File: src/rtl/pipe_add2_pkg.sv
// Shared types and constants for the two-port pipelined adder arbiter.
package pipe_add2_pkg;
  localparam int ADD_LAT = 2;
  localparam int DATA_W  = 8;

  typedef logic port_id_t;

  typedef struct packed {
    logic     val;
    port_id_t id;
  } tag_t;
endpackage

File: src/rtl/pipe_add2_datapath.sv
// Two-stage 8-bit adder: low nibble and its carry in stage 1, high nibble in stage 2.
module pipe_add2_datapath
  import pipe_add2_pkg::*;
(
  input  logic              clk,
  input  logic              reset_n,
  input  logic [DATA_W-1:0] in0,
  input  logic [DATA_W-1:0] in1,
  output logic [DATA_W-1:0] out,
  output logic [DATA_W/2-1:0] out_lsn
);
  localparam int HW = DATA_W / 2;

  logic [HW-1:0] lsn_q, a_msn_q, b_msn_q;
  logic          c_q;

  always_ff @(posedge clk or negedge reset_n) begin
    if (!reset_n) begin
      lsn_q   <= '0;
      c_q     <= 1'b0;
      a_msn_q <= '0;
      b_msn_q <= '0;
      out     <= '0;
      out_lsn <= '0;
    end else begin
      {c_q, lsn_q} <= {1'b0, in0[HW-1:0]} + {1'b0, in1[HW-1:0]};
      a_msn_q      <= in0[DATA_W-1:HW];
      b_msn_q      <= in1[DATA_W-1:HW];
      // carry out of the top nibble is dropped: result is mod 2^DATA_W
      out          <= {a_msn_q + b_msn_q + {{(HW-1){1'b0}}, c_q}, lsn_q};
      out_lsn      <= lsn_q;
    end
  end
endmodule

File: src/rtl/pipe_add2_resp_buf.sv
// Per-port response FIFO; read and write may coincide at any occupancy, including full.
module pipe_add2_resp_buf
  import pipe_add2_pkg::*;
#(
  parameter int DEPTH = 2
) (
  input  logic                         clk,
  input  logic                         reset_n,
  input  logic                         wr_en,
  input  logic [DATA_W-1:0]            wr_data,
  output logic                         rd_val,
  input  logic                         rd_rdy,
  output logic [DATA_W-1:0]            rd_data,
  output logic [$clog2(DEPTH+1)-1:0]   count
);
  localparam int CW = $clog2(DEPTH + 1);
  localparam int AW = (DEPTH > 1) ? $clog2(DEPTH) : 1;

  logic [DEPTH-1:0][DATA_W-1:0] mem;
  logic [AW-1:0]                wr_ptr, rd_ptr;
  logic                         rd_fire;

  assign rd_val  = (count != '0);
  assign rd_data = mem[rd_ptr];
  assign rd_fire = rd_val & rd_rdy;

  function automatic logic [AW-1:0] ptr_inc(input logic [AW-1:0] p);
    return (p == AW'(DEPTH - 1)) ? '0 : p + AW'(1);
  endfunction

  always_ff @(posedge clk or negedge reset_n) begin
    if (!reset_n) begin
      wr_ptr <= '0;
      rd_ptr <= '0;
      count  <= '0;
    end else begin
      if (wr_en) begin
        mem[wr_ptr] <= wr_data;
        wr_ptr      <= ptr_inc(wr_ptr);
      end
      if (rd_fire) rd_ptr <= ptr_inc(rd_ptr);
      count <= count + CW'(wr_en) - CW'(rd_fire);
    end
  end
endmodule

File: src/rtl/pipe_add2_arbiter.sv
// Round-robin sharing of one pipelined adder between two credit-checked ports.
// Define PIPE_ADD2_ARB_STATS_EN to add saturating per-port grant counters.
module pipe_add2_arbiter
  import pipe_add2_pkg::*;
#(
  parameter int BUF_DEPTH = 2
`ifdef PIPE_ADD2_ARB_STATS_EN
  , parameter int CNT_W = 16
`endif
) (
  input  logic              clk,
  input  logic              reset_n,
  input  logic              req0_val,
  output logic              req0_rdy,
  input  logic [DATA_W-1:0] req0_in0,
  input  logic [DATA_W-1:0] req0_in1,
  output logic              resp0_val,
  input  logic              resp0_rdy,
  output logic [DATA_W-1:0] resp0_sum,
  input  logic              req1_val,
  output logic              req1_rdy,
  input  logic [DATA_W-1:0] req1_in0,
  input  logic [DATA_W-1:0] req1_in1,
  output logic              resp1_val,
  input  logic              resp1_rdy,
  output logic [DATA_W-1:0] resp1_sum
`ifdef PIPE_ADD2_ARB_STATS_EN
  , output logic [CNT_W-1:0] stat_gnt0
  , output logic [CNT_W-1:0] stat_gnt1
`endif
);
  localparam int CW = $clog2(BUF_DEPTH + 1);
  localparam int IW = $clog2(ADD_LAT + 1);
  localparam int UW = CW + IW + 1;

  logic [1:0]              req_val, req_rdy, resp_val, resp_rdy, resp_fire, fire, elig, wr_en;
  logic [1:0][DATA_W-1:0]  req_a, req_b, resp_sum;
  logic [1:0][CW-1:0]      buf_cnt;
  logic [1:0][IW-1:0]      infl;
  tag_t [ADD_LAT-1:0]      tag_q;
  port_id_t                rr_ptr;
  logic [DATA_W-1:0]       add_a, add_b, add_sum;
  logic [DATA_W/2-1:0]     unused_lsn;

  assign req_val   = {req1_val, req0_val};
  assign req_a     = {req1_in0, req0_in0};
  assign req_b     = {req1_in1, req0_in1};
  assign resp_rdy  = {resp1_rdy, resp0_rdy};
  assign req0_rdy  = req_rdy[0];
  assign req1_rdy  = req_rdy[1];
  assign resp0_val = resp_val[0];
  assign resp1_val = resp_val[1];
  assign resp0_sum = resp_sum[0];
  assign resp1_sum = resp_sum[1];
  assign resp_fire = resp_val & resp_rdy;

  always_comb begin
    infl = '0;
    for (int p = 0; p < 2; p++)
      for (int s = 0; s < ADD_LAT; s++)
        if (tag_q[s].val && tag_q[s].id == port_id_t'(p)) infl[p] = infl[p] + IW'(1);
  end

  for (genvar p = 0; p < 2; p++) begin : g_port
    logic [UW-1:0] used, cap;
    // a result consumed this cycle frees its slot for an issue in the same cycle
    assign used       = UW'(buf_cnt[p]) + UW'(infl[p]);
    assign cap        = UW'(BUF_DEPTH) + UW'(resp_fire[p]);
    assign elig[p]    = (used < cap);
    assign req_rdy[p] = reset_n & elig[p] &
                        (~(req_val[1-p] & elig[1-p]) | (rr_ptr != port_id_t'(p)));
    assign wr_en[p]   = tag_q[ADD_LAT-1].val & (tag_q[ADD_LAT-1].id == port_id_t'(p));

    pipe_add2_resp_buf #(.DEPTH(BUF_DEPTH)) u_buf (
      .clk     (clk),
      .reset_n (reset_n),
      .wr_en   (wr_en[p]),
      .wr_data (add_sum),
      .rd_val  (resp_val[p]),
      .rd_rdy  (resp_rdy[p]),
      .rd_data (resp_sum[p]),
      .count   (buf_cnt[p])
    );
  end

  assign fire  = req_val & req_rdy;
  assign add_a = fire[1] ? req_a[1] : req_a[0];
  assign add_b = fire[1] ? req_b[1] : req_b[0];

  pipe_add2_datapath u_dp (
    .clk     (clk),
    .reset_n (reset_n),
    .in0     (add_a),
    .in1     (add_b),
    .out     (add_sum),
    .out_lsn (unused_lsn)
  );

  // tag pipe mirrors adder latency; rr_ptr at reset favours port 0
  always_ff @(posedge clk or negedge reset_n) begin
    if (!reset_n) begin
      tag_q  <= '0;
      rr_ptr <= 1'b1;
    end else begin
      tag_q[0] <= '{val: |fire, id: fire[1]};
      for (int s = 1; s < ADD_LAT; s++) tag_q[s] <= tag_q[s-1];
      if (|fire) rr_ptr <= fire[1];
    end
  end

`ifdef PIPE_ADD2_ARB_STATS_EN
  always_ff @(posedge clk or negedge reset_n) begin
    if (!reset_n) begin
      stat_gnt0 <= '0;
      stat_gnt1 <= '0;
    end else begin
      if (fire[0] && stat_gnt0 != '1) stat_gnt0 <= stat_gnt0 + CNT_W'(1);
      if (fire[1] && stat_gnt1 != '1) stat_gnt1 <= stat_gnt1 + CNT_W'(1);
    end
  end
`endif
endmodule

File: config.mk
export PLATFORM = sky130hd
export DESIGN_NAME = pipe_add2_arbiter
export DESIGN_NICKNAME = d
export VERILOG_FILES = /design/src/rtl/pipe_add2_pkg.sv /design/src/rtl/pipe_add2_datapath.sv /design/src/rtl/pipe_add2_resp_buf.sv /design/src/rtl/pipe_add2_arbiter.sv
export SDC_FILE = /design/constraint.sdc
export NUM_CORES = 1
export LEC_CHECK = 0
export ABC_AREA = 1
export BUFFER_PORTS_ARGS = -buffer_cell sky130_fd_sc_hd__clkbuf_2
export CORE_MARGIN = 2
export CORE_UTILIZATION = 52
export CTS_BUF_LIST = sky130_fd_sc_hd__clkbuf_4
export DETAILED_ROUTE_END_ITERATION = 8
export PLACE_DENSITY = 0.74
export SYNTH_ARGS = -nofsm -noshare
export SYNTH_HDL_FRONTEND = slang
export SYNTH_HIERARCHICAL = 1
export SYNTH_SLANG_ARGS = --single-unit
File: constraint.sdc
create_clock -name clk -period 3.05 [get_ports clk]
set_input_delay 0.4575 -clock clk [delete_from_list [all_inputs] [get_ports clk]]
set_output_delay 0.4575 -clock clk [all_outputs]
set_load 0.05 [all_outputs]
---- Word level (Yosys, flattened, before mapping) ----
Cells that the tools add are included.
storage, ports and cells
  register bits after elaboration ......... 66
  bits of input ports ..................... 38
  output and inout port bits .............. 20
  logic and storage cells ................. 95
operators by class
  add/subtract/negate cells ............... 17
  magnitude comparators ................... 8
  mux-type cells .......................... 20
  bitwise operators ....................... 19
  reductions and logical operators ........ 11
operator list
  operator             number
  $mux 8               8
  $bwmux 16            2
  $demux 8 s1          2
  $and 1x1->1          10
  $lt 1x2->1 const B   4
  $add 2x1->3 const A  2
  $add 2x2->3          2
  $logic_and 1x1->1    6
  $lt 3x3->1           2
  $mux 1               6
  $add 4x4->5          1
  $not 1->1            5
  $add 1x1->1 const B  4
  $add 2x1->2          2
  $add 2x1->2 const B  2
  $add 4x1->4          1
  $add 4x4->4          1
  $and 2x2->2          2
  $mux 2               2
  $reduce_and 2->1     2
  $reduce_bool 2->1    2
  $sub 2x1->2          2
  $ge 1x1->1 const B   2
  $or 1x1->1           2
  $reduce_or 2->1      1

---- Logic depth before layout (Yosys ltp) ----
Gate-level depths: netlist (run 1).
  depth after elaboration ................. 14
  mapped depth ............................ 18
  mapped depth without buffers ............ 17

---- By module ----
The synthesis (run 1) kept the hierarchy.
modules (own cells, without submodules)
  module              instances  cells an instance  area an instance (um2)  sequential area each (um2)
  pipe_add2_resp_buf  2          70                 820.8                   580.6
  pipe_add2_datapath  1          66                 830.8                   525.5
  pipe_add2_arbiter   1          100                688.2                   126.4

---- Worst setup path after synthesis (run 1) ----
No wires, ideal clock.
  path kind ............................... reg-to-reg
  from .................................... reg tag_q[2] (netlist name)
  to ...................................... reg u_dp.lsn_q[2]
  setup time .............................. 0.123 ns
  data arrival time ....................... 2.805 ns
  required time ........................... 2.927 ns
  slack ................................... 0.123 ns
  stages on the path, launching flop included .. 15
  buffers on the path ..................... 1
  period minus slack after synthesis ...... 2.927 ns
  path through ............................ dfrtp_1 nor2_1 ha_1 ha_1 fa_1 nand2_1 nand3_4 nand3_4 buf_6 nand2_2 nand2_1 ha_1 inv_1 fa_1 xnor2_1
between the ends
  word-level cells in the longest chain between the ends .. 12
  elaborated cells on any way between the ends .. 18
  classes of those cells .................. add/sub (3); order compare (2); mux (4); bitwise (7); reduce/logical (2)
ends and longest elaborated chain
  item                  line                      text
  start, declared       pipe_add2_arbiter.sv:40   tag_t [ADD_LAT-1:0] tag_q;
  $not 1->1             pipe_add2_arbiter.sv:61   if (tag_q[s].val && tag_q[s].id == port_id_t'(p)) infl[p] = infl[p] + IW'(1);
  $logic_and 1x1->1     pipe_add2_arbiter.sv:61
  $mux 2                pipe_add2_arbiter.sv:61
  $add 2x2->3           pipe_add2_arbiter.sv:67   assign used = UW'(buf_cnt[p]) + UW'(infl[p]);
  $lt 3x3->1            pipe_add2_arbiter.sv:69   assign elig[p] = (used < cap);
  $and 1x1->1           pipe_add2_arbiter.sv:71   (~(req_val[1-p] & elig[1-p]) | (rr_ptr != port_id_t'(p)));
  $not 1->1             pipe_add2_arbiter.sv:71
  $or 1x1->1            pipe_add2_arbiter.sv:71
  $and 1x1->1 *         pipe_add2_arbiter.sv:70   assign req_rdy[p] = reset_n & elig[p] &
  $and 2x2->2 *         pipe_add2_arbiter.sv:86   assign fire = req_val & req_rdy;
  $mux 8 *              pipe_add2_arbiter.sv:87   assign add_a = fire[1] ? req_a[1] : req_a[0];
  net add_a[0]          pipe_add2_arbiter.sv:42   logic [DATA_W-1:0] add_a, add_b, add_sum;
  $add 4x4->5 *         pipe_add2_datapath.sv:26  {c_q, lsn_q} <= {1'b0, in0[HW-1:0]} + {1'b0, in1[HW-1:0]};
  end signal, assigned  pipe_add2_datapath.sv:26
  end, declared         pipe_add2_datapath.sv:14  logic [HW-1:0] lsn_q, a_msn_q, b_msn_q;
The timed path passes the listed nets; every way through them passes the cells marked *.
A chain may end at the register's enable or synchronous reset.

---- Worst setup path in the final report (run 1) ----
  from .................................... reg tag_q[2] (netlist name)
  to ...................................... out req1_rdy
between the ends
  word-level cells in the longest chain between the ends .. 9
  elaborated cells on any way between the ends .. 14
  classes of those cells .................. add/sub (2); order compare (2); mux (2); bitwise (6); reduce/logical (2)
ends and longest elaborated chain
  item               line                     text
  $not 1->1          pipe_add2_arbiter.sv:61
  $logic_and 1x1->1  pipe_add2_arbiter.sv:61
  $mux 2             pipe_add2_arbiter.sv:61
  $add 2x2->3        pipe_add2_arbiter.sv:67
  $lt 3x3->1         pipe_add2_arbiter.sv:69
  $and 1x1->1        pipe_add2_arbiter.sv:71
  $not 1->1          pipe_add2_arbiter.sv:71
  $or 1x1->1         pipe_add2_arbiter.sv:71
  $and 1x1->1 *      pipe_add2_arbiter.sv:70
  end, declared      pipe_add2_arbiter.sv:21  output logic req1_rdy,
Every way passes the cells marked *; elsewhere a longest branch is shown, timed or not.

==> flow_metrics.tcl, run 1 <==
set metrics [dict create \
    clk_pin_slew_ns 0.11 \
    vias 2200 \
    setup_viol_count_final 0 \
    r2r_slack_ns 0.13 \
    grt_util_met3_pct 3.85 \
    max-cap-violations 0 \
    antenna_cells 0 \
    synthToLayoutAreaGrowth_pct 23.5 \
    numPortBuffers 57 \
    syn_avg_cell_area_um2 10.4 \
    hold_violations 0 \
    clockBufferDepth 2 \
    outcome "finished, final reports clean" \
    fin_area_um2 3860 \
    required_ns 2.59 \
    drt-total-wl_mm 5.58 \
    synth_cells 302 \
    holdWs_ns 0.0986 \
    ir_drop_mv 0.470 \
    h-tree-depth 3 \
    cts_tree "built" \
    critical_path.max_fanout 5 \
    slew_viol_final 0 \
    wl_per_cell_um 12.1 \
    dieArea_um2 6660 \
    fmax_mhz 341 \
    grt_use_met1_pct 22.4 \
    grt_pass1_wl_mm 9.19 \
    worstSetupEndpointType "primary output" \
    start_util_pct 53.2 \
    synthesis.area_um2 3130 \
    die-width_um 81.6 \
    dr.pass1.iters 4 \
    cp-start-kind "flop" \
    ant_nets 0 \
    drt_iter0_markers 83 \
    ys_warn_count 6 \
    die_y_um 81.6 \
    p_per_area_nw_per_um2 1040 \
    antenna_found_initial 0 \
    grt_remaining_overflow 0 \
    gr-usage-all-layers_pct 18.4 \
    worstMarginPinSlew_ns 0.685 \
    final_cell_mix "nand2_1 (109), clkbuf_2 (55), dfrtp_1 (33), edfxtp_1 (32), inv_1 (31)" \
    via_per_inst 4.77 \
    use_met2_pct 31.6 \
    clock_sinks 66 \
    drive_above_1_share_pct 33.7 \
    grt_max_degree 37 \
    syn_nets 359 \
    cts_root_buf "clkbuf_4" \
    slew_headroom_pct 54.1 \
    cp.arrival_ns 2.48 \
    power_leakage_nw 1.95 \
    period_needed_ns 2.94 \
    coreArea_um2 5890 \
    cts_buffers 9 \
    fin_skew_ns 0.0131 \
    dpl.hpwl_mm 3.93 \
    nets 438 \
    insertion_delay_ns 0.38 \
    period_share_pct 96.3 \
    final_common_cell "nand2_1" \
    drcViolationCount 0 \
    tns_ns 0 \
    placed_area_um2 3490 \
    cts-hold-fix-buffers 0 \
    first_global_vias 2085 \
    num_io_pins 58 \
    min_path_type "in -> async" \
    finalCoreUtilization_pct 65.7 \
    crit_type "reg -> out" \
    busiest_layer "met2" \
    num_rows 28 \
    gp_congestion 0.754 \
]
==> where the power goes <==
part           total, mW  internal (mW)  leakage (nW)  switching (mW)
logic               1.84          0.636          1.16            1.21
registers           1.45           1.24         0.696           0.210
clock network      0.714          0.413        0.0898           0.301
total               4.01           2.29          1.95            1.72
==> final cells by class <==
type | count | area (um2)
well taps | 75 | 93.8
repair buffers | 74 | 444
flip-flops and latches | 66 | 1810
clock buffers | 9 | 67.6
inverters | 41 | 169
fillers | 472 | 2020
multi-input cells | 189 | 1160
clock inverters | 7 | 118
==> critical path, stage by stage, from the launching register on <==
cell     delay (ns)
dfrtp_1        0.43
nand2_1        0.09
inv_2          0.06
ha_4           0.23
ha_2           0.16
fa_1           0.44
nand2_2        0.12
nand2_4        0.07
nor2_8         0.13
buf_6          0.11
nand2_1        0.05
inv_2          0.06
buf_8          0.14
==> per-stage QoR <==
step,power (mW),setup slack (ns),std cells
finish,4.01,0.113,461
global route,4.31,-0.00489,461
CTS,3.89,0.00634,454
detailed placement,3.08,0.0504,432
global placement,3.01,0.154,432
floorplan,2.71,0.123,302
==> per-layer routing <==
layer | vias up | wire length (um)
met3 | 9 | 282
met5 | - | 0
li1 | 1127 | -
met4 | 0 | 112
met2 | 74 | 2850
met1 | 990 | 2330
==> what timing repair did <==
item,4_1_cts,5_1_grt
gates resized for setup,7,21
setup buffers,6,6
setup endpoints to repair,2,6
hold endpoints to repair,0,0
pin swaps,4,9
cloned,0,1
==> flip-flops by register name (all words and copies together), names as in the netlist <==
register	cells
g_port.u_buf/count	4
g_port.u_buf/wr_ptr	2
g_port.u_buf/rd_ptr	2
u_dp/lsn_q	4
rr_ptr	1
u_dp/a_msn_q	4
tag_q	4
u_dp/out	5
u_dp/b_msn_q	4
g_port.u_buf/mem	32
u_dp/c_q	1
u_dp/out_lsn	3
==> worst paths after layout <==
path,start,depth (start not counted),end
min in group clk,req0_in1[6],3,u_dp/b_msn_q[2]
max in group asynchronous,reset_n,2,rr_ptr
worst min register to register,u_dp/lsn_q[1],0,u_dp/out_lsn[1]
worst min-delay path,reset_n,2,tag_q[1]
worst max-delay path,tag_q[2],12,req1_rdy
worst max register to register,tag_q[2],15,u_dp/lsn_q[1]
Note: power is estimated with default switching activity, not from simulation.
==> inputs of run 2 (changes only) <==
--- a/config.mk
+++ b/config.mk
@@ -8,10 +8,10 @@
 export ABC_AREA = 1
 export BUFFER_PORTS_ARGS = -buffer_cell sky130_fd_sc_hd__clkbuf_2
 export CORE_MARGIN = 2
-export CORE_UTILIZATION = 52
-export CTS_BUF_LIST = sky130_fd_sc_hd__clkbuf_4
+export CORE_UTILIZATION = 50
 export DETAILED_ROUTE_END_ITERATION = 8
-export PLACE_DENSITY = 0.74
+export PLACE_DENSITY = 0.72
+export SLEW_MARGIN = 10
 export SYNTH_ARGS = -nofsm -noshare
 export SYNTH_HDL_FRONTEND = slang
 export SYNTH_HIERARCHICAL = 1
==> run 2 against run 1 <==
  * Design area decreased by 1.5%
  * Routed wire length decreased by 8.4%
  * Critical path depth did not move
  * Final cell count shrank 0.87%
  * Worst setup slack improved by 0.022 ns
  * Critical path type unchanged
  * Largest power group unchanged
==> flow_metrics.tcl, run 2 (synthesized netlist as in run 1, its figures left out) <==
set metrics [dict create \
    outcome "finished, final reports clean" \
    period_needed_ns 2.91 \
    finalNonFillerCells 457 \
    largest_reg_flops 32 \
    required_ns 2.59 \
    insertion_delay_ns 0.34 \
    via_per_inst 4.78 \
    num_rows 28 \
    clockBufferDepth 2 \
    gp_congestion 0.742 \
    synthToLayoutAreaGrowth_pct 21.6 \
    critical_path.max_fanout 6 \
    ant_nets 0 \
    coreArea_um2 5990 \
    worstMarginPinSlew_ns 0.760 \
    power.internal_mw 2.18 \
    drt_iter0_markers 50 \
    final_common_cell "nand2_1" \
    grt_pass1_wl_mm 8.94 \
    dpl.hpwl_mm 3.89 \
    finalCoreUtilization_pct 63.6 \
    die_y_um 83.1 \
    cts_tree "built" \
    power_switching_share_pct 43.4 \
    start_util_pct 52.3 \
    ir_drop_mv 0.507 \
    antenna_found_initial 0 \
    worstSetupEndpointType "primary output" \
    critPathMaxStageDelay_ns 0.44 \
    setup_viol_count_final 0 \
    dr.pass1.iters 4 \
    post-place-ws_ns 0.0581 \
    worst_slack_ns 0.136 \
    power_leakage_nw 1.95 \
    drcViolationCount 0 \
    cp_cell_sequence "nand2_1 > inv_1 > ha_4 > ha_1 > fa_1 > nand2_2 > nand2_4 > nor2_8 > buf_6 > nand2_1 > inv_1 > buf_8" \
    drive_above_1_share_pct 30.4 \
    slew_viol_final 0 \
    pwr-share-seq_pct 37.7 \
    fin_skew_ns 0.0141 \
    hold_violations 0 \
    worst-path-buf-inv 4 \
    clkPwrFrac_pct 17.6 \
    first_global_vias 2031 \
    max-cap-violations 0 \
    nets 434 \
    wl_per_cell_um 11.2 \
    drt-total-wl_mm 5.11 \
    p_switching_mw 1.67 \
    num_io_pins 58 \
    h-tree-depth 3 \
    cts_root_buf "clkbuf_8" \
    reg_top3 "g_port.u_buf/mem (32), u_dp/out (5)" \
    fin_area_um2 3810 \
    grt_max_degree 25 \
    numPortBuffers 57 \
    p_per_area_nw_per_um2 1010 \
    fmax_mhz 343 \
    period_share_pct 95.6 \
    cp.arrival_ns 2.46 \
    placed_area_um2 3490 \
    cpLargestDelayFamily "adder cells" \
    vias 2185 \
    cts_buffers 9 \
    cp_slowest_cell "fa_1" \
    cp-start-kind "flop" \
    crit_type "reg -> out" \
    antenna_cells 0 \
    dieArea_um2 6910 \
    die-width_um 83.1 \
    slew_headroom_pct 49.1 \
    clk_pin_slew_ns 0.07 \
    placed_cells 432 \
    gr-usage-all-layers_pct 16.6 \
    clock_sinks 66 \
    regMostFlops "g_port.u_buf/mem" \
    final_cell_mix "nand2_1 (109), clkbuf_2 (55), inv_1 (34), dfrtp_1 (33), edfxtp_1 (32)" \
    min_path_type "in -> reg" \
    tns_ns 0 \
    grt_remaining_overflow 0 \
    p_comb_share_pct 44.7 \
]
[run 2: cell count changes in the layout (fill, tap and decap cells not counted), moves of 2 or more]
cell	change
clkbuf_8	+10
clkbuf_4	-8
ha_1	+5
ha_2	-4
buf_4	-3
buf_6	-3
bufinv_16	-3
inv_1	+3
inv_2	-3
clkinv_2	+2
[run 2: worst min-delay path, stage by stage]
cell and delay, ns:
clkbuf_2 0.08, nand2_1 0.04, nand2_1 0.05
[run 2: per-layer routing]
metal | track usage (%) | wire [um]
met1 | 21.3 | 2330
met2 | 25.5 | 2400
met3 | 5.86 | 292
met4 | 7.15 | 78
met5 | 0 | 0
[run 2: repair_timing]
action / in CTS / in global routing
hold buffers: 1 / 0
gates resized for setup: 3 / 11
cloned: 0 / 1
pin swaps: 1 / 5
hold endpoints to repair: 1 / 0
buffers inserted: 2 / 5
setup endpoints to repair: 1 / 6
[run 2: cell type report]
class,count,area (um2)
Clock inverter,4,25.0
Tap cell,75,93.8
Timing Repair Buffer,70,405
Fill cell,486,2180
Clock buffer,12,166
Inverter,41,169
Sequential cell,66,1810
Multi-Input combinational cell,189,1130
[run 2: power groups by stage]
stage / clock network [mW] / registers (mW) / logic [mW]
after floorplan: 0 / 1.37 / 1.34
after detailed placement: 0 / 1.47 / 1.60
after global routing: 0.739 / 1.49 / 1.93
after CTS: 0.699 / 1.45 / 1.64
final: 0.677 / 1.45 / 1.72
after global placement: 0 / 1.45 / 1.56
[run 2: path summary, 6_finish.rpt]
kind | to | from | cells after the start | slack [ns]
min | u_dp/b_msn_q[2] | req0_in1[6] | 3 | 0.33
min reg2reg | u_dp/out_lsn[2] | u_dp/lsn_q[2] | 0 | 0.35
max reg2reg | u_dp/lsn_q[2] | tag_q[3] | 14 | 0.17
max in group asynchronous | u_dp/lsn_q[3] | reset_n | 3 | 1.89
min in group asynchronous | tag_q[0] | reset_n | 2 | 0.56
max | req1_rdy | tag_q[0] | 12 | 0.14
[run 2: stage by stage]
stage               hold slack, ns  power (mW)
finish                       0.326        3.85
global route                 0.312        4.16
CTS                          0.300        3.80
detailed placement           0.341        3.07
global placement             0.332        3.01
floorplan                    0.162        2.71
==> inputs of run 3 (changes only) <==
--- a/config.mk
+++ b/config.mk
@@ -11,6 +11,7 @@
 export CORE_UTILIZATION = 50
 export DETAILED_ROUTE_END_ITERATION = 8
 export PLACE_DENSITY = 0.72
+export RECOVER_POWER = 50
 export SLEW_MARGIN = 10
 export SYNTH_ARGS = -nofsm -noshare
 export SYNTH_HDL_FRONTEND = slang
==> run 3 against run 2 <==
  * Clock skew about the same
  * Clock power about the same
  * Fmax about the same
  * Total power down 0.56%
  * Via count down 0.14%
  * Routed wire length up 0.24%
  * Sequential power about the same
  * Register-to-register slack about the same
  * Core utilization down 0.21 points
  * Global-route usage unchanged
  * First-iteration DRC count down 2.0%
==> flow_metrics.tcl, run 3 (synthesized netlist as in run 1, its figures left out) <==
set metrics [dict create \
    outcome "finished, final reports clean" \
    finalCoreUtilization_pct 63.3 \
    drt-total-wl_mm 5.12 \
    cp_slowest_cell "fa_1" \
    wl_per_cell_um 11.2 \
    drt_iter0_markers 49 \
    antenna_cells 0 \
    p_per_area_nw_per_um2 1010 \
    drive_above_1_share_pct 30.4 \
    critPathMaxStageDelay_ns 0.44 \
    required_ns 2.59 \
    slew_headroom_pct 49.2 \
    total_power_mw 3.83 \
    ir_drop_mv 0.507 \
    start_util_pct 52.3 \
    num_io_pins 58 \
    largest_reg_flops 32 \
    hp-start "req0_in1[6]" \
    cts_tree "built" \
    cp_cell_sequence "nand2_1 > inv_1 > ha_4 > ha_1 > fa_1 > nand2_2 > nand2_4 > nor2_8 > buf_6 > nand2_1 > inv_1 > buf_8" \
    startpoint "tag_q[0]" \
    vias 2182 \
    p_switching_mw 1.66 \
    worst-path-buf-inv 4 \
    fin_skew_ns 0.0145 \
    setup_viol_count_final 0 \
    first_global_vias 2031 \
    cts_root_buf "clkbuf_8" \
    gp_congestion 0.742 \
    worstSetupEndpointType "primary output" \
    power_switching_share_pct 43.3 \
    synthToLayoutAreaGrowth_pct 21.2 \
    grt_pass1_wl_mm 8.94 \
    min_path_type "in -> reg" \
    ant_nets 0 \
    crit_type "reg -> out" \
    period_share_pct 95.6 \
    finalNonFillerCells 457 \
    power.internal_mw 2.17 \
    fmax_mhz 343 \
    regArea_um2 1810 \
    post-place-ws_ns 0.0581 \
    h-tree-depth 3 \
    critical_path.max_fanout 6 \
    clock_sinks 66 \
    clkPwrFrac_pct 17.7 \
    via_per_inst 4.77 \
    cp.arrival_ns 2.46 \
    cts_buffers 9 \
    die_y_um 83.1 \
    final_cell_mix "nand2_1 (109), clkbuf_2 (55), inv_1 (34), dfrtp_1 (33), edfxtp_1 (32)" \
    coreArea_um2 5990 \
    dpl.hpwl_mm 3.89 \
    power_leakage_nw 1.93 \
    tns_ns 0 \
    multi_input_area_um2 1130 \
    nets 434 \
    die-width_um 83.1 \
    placed_area_um2 3490 \
    antenna_found_initial 0 \
    placed_cells 432 \
    worstMarginPinSlew_ns 0.760 \
    drcViolationCount 0 \
    numPortBuffers 57 \
    grt_remaining_overflow 0 \
    hold_violations 0 \
    clk_pin_slew_ns 0.07 \
    holdWs_ns 0.326 \
    reg_top3 "g_port.u_buf/mem (32), u_dp/out (5)" \
    worst_slack_ns 0.136 \
    p_comb_share_pct 44.8 \
    grt_max_degree 25 \
    gr-usage-all-layers_pct 16.6 \
    regMostFlops "g_port.u_buf/mem" \
    fin_area_um2 3790 \
    insertion_delay_ns 0.34 \
    num_rows 28 \
    period_needed_ns 2.91 \
    cpLargestDelayFamily "adder cells" \
    final_common_cell "nand2_1" \
    max-cap-violations 0 \
    fillers 490 \
    pwr-share-seq_pct 37.5 \
    clockBufferDepth 2 \
    dr.pass1.iters 4 \
    slew_viol_final 0 \
    reg2reg_from "tag_q[3]" \
    cp-start-kind "flop" \
    dieArea_um2 6910 \
]
## run 3: changes by cell type in the layout (fill, tap and decap cells not counted), sizes merged
cell	change
clkinvlp	+2
inv	-2
## run 3: power groups by stage
stage | logic, mW | clock network, mW | registers, mW
after floorplan | 1.34 | 0 | 1.37
after global placement | 1.56 | 0 | 1.45
after detailed placement | 1.60 | 0 | 1.47
after CTS | 1.64 | 0.699 | 1.45
after global routing | 1.92 | 0.739 | 1.47
final | 1.71 | 0.677 | 1.44
## run 3: layout make-up
class                   instances  share of cell area [%]
clock buffers                  12                    4.39
clock inverters                 4                   0.659
inverters                      41                    4.12
multi-input cells             189                    29.9
flip-flops and latches         66                    47.8
well taps                      75                    2.47
repair buffers                 70                    10.7
## run 3: repair_timing
action	CTS	global route
cloned	0	1
pin swaps	1	5
hold buffers	1	0
resized for setup	3	11
endpoints found under the setup margin	1	6
hold endpoints to repair	1	0
setup buffers	2	5
## run 3: worst paths after layout
| path | to | slack [ns] | cells past startpoint |
|---|---|---|---|
| worst max-delay path | req1_rdy | 0.14 | 12 |
| worst min-delay path | u_dp/b_msn_q[2] | 0.33 | 3 |
| worst max register to register | u_dp/lsn_q[2] | 0.17 | 14 |
| worst min register to register | u_dp/out_lsn[2] | 0.35 | 0 |
| max in group asynchronous | u_dp/lsn_q[3] | 1.89 | 3 |
| min in group asynchronous | tag_q[0] | 0.56 | 2 |
## run 3: routing by layer
metal  share of wire [%]  up-vias  routed length (um)  global-route usage, %
li1                    -     1121                   -                      -
met1                  46      990                2360                   21.3
met2                  47       66                2400                   25.5
met3                 5.5        5                 280                   5.86
met4                 1.5        0                  78                   7.15
met5                   0        -                   0                      0
## run 3: worst register-to-register path, cell delays in order (launching register included)
cell	delay (ns)
dfrtp_1	0.38
inv_1	0.07
nor2_2	0.04
ha_1	0.29
ha_1	0.19
fa_1	0.44
nand2_2	0.12
nand3_4	0.16
nand3_4	0.13
buf_4	0.13
nand2_2	0.04
nand2_1	0.09
inv_1	0.07
fa_1	0.45
xnor2_2	0.15
